===== config.mk =====
export PLATFORM = sky130hd
export DESIGN_NAME = t9990_palette_ctrl
export DESIGN_NICKNAME = d
export VERILOG_FILES = /design/src/rtl/t9990_palette_ctrl.sv
export SDC_FILE = /design/constraint.sdc
export NUM_CORES = 1
export LEC_CHECK = 0
export BUFFER_PORTS_ARGS = -buffer_cell sky130_fd_sc_hd__buf_2
export CAP_MARGIN = 20
export CORE_MARGIN = 5
export CORE_UTILIZATION = 35
export CTS_CLUSTER_SIZE = 10
export DETAILED_ROUTE_END_ITERATION = 12
export HOLD_SLACK_MARGIN = 0.05
export PLACE_DENSITY_LB_ADDON = 0.15
export SKIP_LAST_GASP = 1
export SYNTH_ARGS = -nofsm -noshare
export SYNTH_HDL_FRONTEND = slang
export SYNTH_SLANG_ARGS = --single-unit

===== constraint.sdc =====
create_clock -name CLK -period 6.05 [get_ports CLK]
set_input_delay 0.605 -clock CLK [delete_from_list [all_inputs] [get_ports CLK]]
set_output_delay 0.605 -clock CLK [all_outputs]
set_load 0.03 [all_outputs]

===== src/rtl/t9990_palette_ctrl.sv =====
// T9990 palette port controller.
// Sequences CPU P#1 palette traffic into the palette write/read strobe-ACK channels and
// owns the palette pointer (R#14). Writes are posted through a small FIFO.
// Optional read prefetch buffer: define T9990_PAL_READ_PREFETCH_EN.
`timescale 1ns/1ps
module t9990_palette_ctrl #(
    parameter int unsigned WFIFO_DEPTH = 4
) (
    input  logic       CLK,
    input  logic       RESET_n,
    input  logic       PTR_WE,
    input  logic [7:0] PTR_WDATA,
    output logic [7:0] PTR_RDATA,
    input  logic       RD_INC_EN,
    input  logic       CPU_WR,
    input  logic [7:0] CPU_WDATA,
    input  logic       CPU_RD,
    output logic [7:0] CPU_RDATA,
    output logic       CPU_RVALID,
    output logic       BUSY,
    output logic       OVERFLOW,
    output logic       PAL_W_STROBE,
    output logic [5:0] PAL_W_ADDR,
    output logic [1:0] PAL_W_PTR,
    output logic [5:0] PAL_W_DATA,
    input  logic       PAL_W_ACK,
    output logic       PAL_R_STROBE,
    output logic [5:0] PAL_R_ADDR,
    output logic [1:0] PAL_R_PTR,
    input  logic [5:0] PAL_R_DATA,
    input  logic       PAL_R_ACK
);

    localparam int unsigned AW = $clog2(WFIFO_DEPTH);

    typedef enum logic [1:0] {StIdle, StWr, StRd, StPf} state_e;

    state_e      state_q;
    logic [7:0]  ptr_q, ptr_d;
    logic        rd_pend_q;
    logic [7:0]  rd_tgt_q;

    // FIFO entry layout: {addr[13:8], comp[7:6], data[5:0]}
    logic [13:0]   fifo_mem [WFIFO_DEPTH];
    logic [AW-1:0] wr_idx_q, rd_idx_q;
    logic [AW:0]   count_q;
    logic          fifo_full, fifo_empty, push, pop;
    logic [13:0]   head;

    logic wr_acc, rd_take, rd_acc, pf_hit;
    logic unused_wdata;

    assign unused_wdata = ^CPU_WDATA[7:6];

    // Component 0..1 steps to the next component; 2 and 3 move to the next entry's R.
    function automatic logic [7:0] ptr_inc(input logic [7:0] p);
        if (p[1]) return {p[7:2] + 6'd1, 2'b00};
        else      return p + 8'd1;
    endfunction

    assign fifo_full  = (count_q == (AW+1)'(WFIFO_DEPTH));
    assign fifo_empty = (count_q == '0);
    assign head       = fifo_mem[rd_idx_q];

    assign wr_acc  = CPU_WR && !fifo_full;
    assign rd_take = CPU_RD && !rd_pend_q;
    assign rd_acc  = rd_take && !pf_hit;
    assign push    = wr_acc;

    // Comp-3 head entries are discarded in a single idle cycle; others pop on write ACK.
    assign pop = ((state_q == StIdle) && !fifo_empty && (head[7:6] == 2'd3)) ||
                 ((state_q == StWr) && PAL_W_ACK);

    assign BUSY      = fifo_full | rd_pend_q;
    assign PTR_RDATA = ptr_q;

`ifdef T9990_PAL_READ_PREFETCH_EN
    logic       pf_valid_q, pf_kill_q;
    logic [7:0] pf_tag_q;
    logic [5:0] pf_data_q;
    logic       pf_inval;

    assign pf_hit   = rd_take && pf_valid_q && (pf_tag_q == ptr_q);
    assign pf_inval = PTR_WE || push || (ptr_d != ptr_q);
`else
    assign pf_hit = 1'b0;
`endif

    // Pointer next state: a pointer load wins over any access increment.
    always_comb begin
        ptr_d = ptr_q;
        if (PTR_WE) begin
            ptr_d = PTR_WDATA;
        end else if (wr_acc || (rd_take && RD_INC_EN)) begin
            ptr_d = ptr_inc(ptr_q);
        end
    end

    // Pointer register.
    always_ff @(posedge CLK or negedge RESET_n) begin
        if (!RESET_n) ptr_q <= 8'h00;
        else          ptr_q <= ptr_d;
    end

    // FIFO storage; contents are don't-care while the FIFO is empty.
    always_ff @(posedge CLK) begin
        if (push) fifo_mem[wr_idx_q] <= {ptr_q, CPU_WDATA[5:0]};
    end

    // FIFO indices and occupancy.
    always_ff @(posedge CLK or negedge RESET_n) begin
        if (!RESET_n) begin
            wr_idx_q <= '0;
            rd_idx_q <= '0;
            count_q  <= '0;
        end else begin
            if (push) wr_idx_q <= wr_idx_q + AW'(1);
            if (pop)  rd_idx_q <= rd_idx_q + AW'(1);
            case ({push, pop})
                2'b10:   count_q <= count_q + (AW+1)'(1);
                2'b01:   count_q <= count_q - (AW+1)'(1);
                default: count_q <= count_q;
            endcase
        end
    end

    // Dropped-write indication.
    always_ff @(posedge CLK or negedge RESET_n) begin
        if (!RESET_n) OVERFLOW <= 1'b0;
        else          OVERFLOW <= CPU_WR && fifo_full;
    end

    // Access sequencer with registered strobe/address/read-result outputs.
    always_ff @(posedge CLK or negedge RESET_n) begin
        if (!RESET_n) begin
            state_q      <= StIdle;
            rd_pend_q    <= 1'b0;
            rd_tgt_q     <= 8'h00;
            PAL_W_STROBE <= 1'b0;
            PAL_W_ADDR   <= 6'd0;
            PAL_W_PTR    <= 2'd0;
            PAL_W_DATA   <= 6'd0;
            PAL_R_STROBE <= 1'b0;
            PAL_R_ADDR   <= 6'd0;
            PAL_R_PTR    <= 2'd0;
            CPU_RDATA    <= 8'h00;
            CPU_RVALID   <= 1'b0;
`ifdef T9990_PAL_READ_PREFETCH_EN
            pf_valid_q   <= 1'b0;
            pf_kill_q    <= 1'b0;
            pf_tag_q     <= 8'h00;
            pf_data_q    <= 6'd0;
`endif
        end else begin
            CPU_RVALID <= 1'b0;
            if (rd_acc) begin
                rd_pend_q <= 1'b1;
                rd_tgt_q  <= ptr_q;
            end
`ifdef T9990_PAL_READ_PREFETCH_EN
            if (pf_inval) pf_valid_q <= 1'b0;
            if (pf_hit) begin
                CPU_RDATA  <= {2'b00, pf_data_q};
                CPU_RVALID <= 1'b1;
            end
`endif
            case (state_q)
                StIdle: begin
                    if (!fifo_empty) begin
                        if (head[7:6] != 2'd3) begin
                            PAL_W_STROBE <= 1'b1;
                            PAL_W_ADDR   <= head[13:8];
                            PAL_W_PTR    <= head[7:6];
                            PAL_W_DATA   <= head[5:0];
                            state_q      <= StWr;
                        end
                    end else if (rd_pend_q) begin
                        if (rd_tgt_q[1:0] == 2'd3) begin
                            CPU_RDATA  <= 8'h00;
                            CPU_RVALID <= 1'b1;
                            rd_pend_q  <= 1'b0;
                        end else begin
                            PAL_R_STROBE <= 1'b1;
                            PAL_R_ADDR   <= rd_tgt_q[7:2];
                            PAL_R_PTR    <= rd_tgt_q[1:0];
                            state_q      <= StRd;
                        end
                    end
`ifdef T9990_PAL_READ_PREFETCH_EN
                    else if (!pf_valid_q && !pf_inval && !rd_take) begin
                        pf_tag_q <= ptr_q;
                        if (ptr_q[1:0] == 2'd3) begin
                            pf_data_q  <= 6'd0;
                            pf_valid_q <= 1'b1;
                        end else begin
                            pf_kill_q    <= 1'b0;
                            PAL_R_STROBE <= 1'b1;
                            PAL_R_ADDR   <= ptr_q[7:2];
                            PAL_R_PTR    <= ptr_q[1:0];
                            state_q      <= StPf;
                        end
                    end
`endif
                end
                StWr: begin
                    if (PAL_W_ACK) begin
                        PAL_W_STROBE <= 1'b0;
                        state_q      <= StIdle;
                    end
                end
                StRd: begin
                    if (PAL_R_ACK) begin
                        PAL_R_STROBE <= 1'b0;
                        CPU_RDATA    <= {2'b00, PAL_R_DATA};
                        CPU_RVALID   <= 1'b1;
                        rd_pend_q    <= 1'b0;
                        state_q      <= StIdle;
                    end
                end
`ifdef T9990_PAL_READ_PREFETCH_EN
                StPf: begin
                    // Any pointer disturbance during the fetch makes the result stale.
                    if (pf_inval) pf_kill_q <= 1'b1;
                    if (PAL_R_ACK) begin
                        PAL_R_STROBE <= 1'b0;
                        pf_data_q    <= PAL_R_DATA;
                        pf_valid_q   <= !pf_kill_q && !pf_inval;
                        state_q      <= StIdle;
                    end
                end
`endif
                default: state_q <= StIdle;
            endcase
        end
    end

endmodule


==> key figures <==
Layout
  • Total Nets Final: 420
  • Share of post-route cells with drive strength above 1: roughly a third
  • Diode count: 0
  • Layout Area Growth over Synthesis: 22.3%

STA
  • Hold_ws: 0.365 ns
  • Final worst slack: 2.99 ns
  • Min Tclk post-route: roughly 3.1 ns
  • RSZ-0062 raised after global routing: false
  • Relative slew slack: between 30% and 40%
  • Worst-Margin Slew: 0.967 ns
  • Final Max Slew Viols: 0
  • Final setup TNS: 0 ns
  • Final hold vios: 0
  • Crit share post-route: just over 50%
  • Final setup viols: 0
  • Worst Skew: ~0.012 ns
  • Fmax: around 0.33 GHz

Global route
  • Vias in the first global route: between 2000 and 3000
  • Initial antenna violation count: 0
  • First-pass GRT wire length: 15.5 mm
  • Gr usage total: between 10% and 20%
  • Grt ovf: 0
  • Pin count of the biggest net entering global routing: between 50 and 60

Clocking
  • Clk pin slew, worst setup/hold paths: 0.05 ns
  • Clk root buf: clkbuf_16
  • Post-CTS resize count: 0
  • Skew-Pair Late Insertion Delay: 0.40 ns
  • H-tree depth: 4
  • Hold_buf cts: 0
  • CTS Buf Count: 17
  • CTS max path bufs: 2
  • CTS tree: done
  • Setup bufs post-CTS: 0
  • # clock sinks: approximately 110

Synth
  • Mean Syn Cell Area: about 15 sq um
  • Synthesized area: between 4000 and 5000 sq um
  • Post-Synth XOR/XNOR Area: between 1 and 1.5%
  • Simple-Gate Fraction of Synth Area: 7.37%
  • Main combinational cell family by area after synthesis: multiplexers
  • Synth async-reset ratio: about half
  • Cell types occupying the most area after synthesis: edfxtp_1 36%, dfrtp_1 31%, mux4_2 5.2%
  • Post-synth top flop: dfrtp_1
  • Top cells by count, synth: 58 x dfrtp_1, 56 x edfxtp_1, 35 x nand2_1, 15 x inv_1, 12 x mux2_2
  • Ys Warns: 0
  • Netlist cell types: between 50 and 60
  • Synth Area in Compound Gates: between 5 and 6%
  • Sequential area share after synthesis: roughly two thirds
  • Count leader, synth: dfrtp_1
  • Mux share of post-synthesis cell area: about 14%
  • Post-synth top area share: a little over a third
  • Largest area contributor in the netlist: edfxtp_1
  • Post-Syn Instances: roughly 300
  • Post-synthesis adder-cell area fraction: roughly 2.3%
  • Post-synth EDFFs: 56
  • Seq cells post-synth: roughly 110

Drt
  • 1st-iter DRT viols: roughly 200
  • Drt wl/cell: between 15 and 20 um
  • Via density: between 4 and 5
  • First-pass detailed-route iteration total: 4
  • DRC violations left: 0
  • Total vias in the final route: 2698
  • Final Routed Wirelength: roughly 9.2 mm
  • Antenna Nets Post-Route: 0

Setup path
  • Critical Path Source Type: flop
  • Critical path required time: about 6.4 ns
  • Worst Path Buf+Inv: 0
  • Crit. End Element: flop
  • Crit Path Class: flop to flop
  • Delay-heaviest family, CP: flip-flops
  • Crit-path cells: mux4_2 > a41o_1 > ha_1 > fa_1 > xnor2_1 > nor2_1 > xor2_1
  • CP Max Fanout: 16
  • Slowest stage cell, crit path: dfrtp_1
  • Data arrival, critical path: between 3 and 4 ns
  • Slowest stage delay, CP: 0.98 ns

Worst hold path
  • Worst min-delay path class: input pin to async pin

Pwr
  • Pwr dens: 567 nW/um^2
  • Maximum VDD drop: 241 uV
  • Static leakage: 2.46 nW

Floorplan
  • Die area: roughly 16000 sq um
  • Chip Width: between 100 and 150 um
  • # rows: 42
  • Core footprint: roughly 13000 sq um
  • Ports: 73
  • Die Ht: 126 um
  • Starting density of the core: ~36%

Placed design
  • Port Buffers: slightly below 70
  • HPWL after detailed placement: just over 6 mm
  • Gp weighted congestion: ~0.72
  • Post-Place Setup Slack: around 3 ns

Run
  • Total of max-cap violations: 0

Status
  • Status: finished clean
==> cell type report <==
class / instances / area, sq um
well taps: 176 / 220
multi-input cells: 164 / 1440
clock buffers: 27 / 524
fillers: 1228 / 7470
flip-flops and latches: 114 / 3130
inverters: 16 / 60.1
repair buffers: 69 / 348
clock inverters: 5 / 50.0
==> where the power goes <==
group          switching, W  internal, W  leakage [nW]
clock network      0.000317     0.000629         0.286
logic              0.000585     0.000468         0.956
registers          0.000191      0.00108          1.21
==> final timing paths <==
kind	startpoint	to	slack (ns)	cells after the start
setup / recovery	rd_idx_q[0]$_DFFE_PN0P_	count_q[2]$_DFFE_PN0P_	2.99	7
hold / removal	RESET_n	PAL_W_DATA[5]$_DFFE_PN0P_	0.36	2
setup reg to reg	rd_idx_q[0]$_DFFE_PN0P_	count_q[2]$_DFFE_PN0P_	2.99	7
hold reg to reg	rd_tgt_q[7]$_DFFE_PN0P_	rd_tgt_q[7]$_DFFE_PN0P_	0.48	2
max in group asynchronous	RESET_n	wr_idx_q[1]$_DFFE_PN0P_	5.17	2
min in group CLK	PTR_WDATA[4]	PTR_RDATA[4]$_DFFE_PN0P_	0.41	3
==> metrics by stage <==
| stage | cells | area (sq um) | util (%) | power, W |
|---|---|---|---|---|
| after floorplan | 308 | 4730 | - | 0.00210 |
| after global placement | 539 | 5200 | 39.3 | 0.00235 |
| after detailed placement | 539 | 5200 | 39.3 | 0.00237 |
| after CTS | 571 | 5780 | 43.6 | 0.00333 |
| after global routing | 571 | 5780 | 43.6 | 0.00348 |
| final | 571 | 5780 | 43.6 | 0.00328 |
==> registers in the layout, indices dropped and copies added, names as in the netlist, 2 cells and up <==
name        cells
fifo_mem       56
PTR_RDATA       8
rd_tgt_q        8
CPU_RDATA       6
PAL_R_ADDR      6
PAL_W_ADDR      6
PAL_W_DATA      6
count_q         3
PAL_R_PTR       2
PAL_W_PTR       2
rd_idx_q        2
state_q         2
wr_idx_q        2
==> worst reg2reg max path: stages, from the launching register on <==
cell	delay, ns
dfrtp_1	0.98
mux4_2	0.68
a41o_1	0.33
ha_1	0.24
fa_1	0.38
xnor2_1	0.13
nor2_1	0.11
xor2_1	0.14
==> cells by family (layout without fill, tap and decap cells) <==
kind of cell,Yosys count,after routing
DFF,114,114
and+or+nand+nor,72,72
muxes,41,41
AOI/OAI and AO/OA,35,35
buffers and inverters,30,117
adders and majority gates,8,8
xor gates and xnor gates,6,6
other,1,2
==> per-layer routing <==
layer  share of wire (%)  track usage (%)
met4                 1.5             5.68
met3                 4.5             4.36
met1                  48             16.3
met5                   0                0
met2                  46             19.3
==> cells in the final DEF, fill, tap and decap left out, drive strengths merged, types with 3 or more instances in the layout <==
cell type	netlist	layout
buf	8	69
dfrtp	58	58
edfxtp	56	56
nand2	35	35
clkbuf	6	27
mux2	20	20
inv	15	15
mux4	14	14
nor2	10	10
mux2i	7	7
ha	7	7
o21ai	6	6
o22a	5	5
clkinv	1	5
and3	4	4
nand2b	4	4
xnor2	4	4
or4	4	4
o31ai	3	3
a31oi	3	3
a21o	3	3
a21oi	3	3
Note: power is estimated with default switching activity, not from simulation.
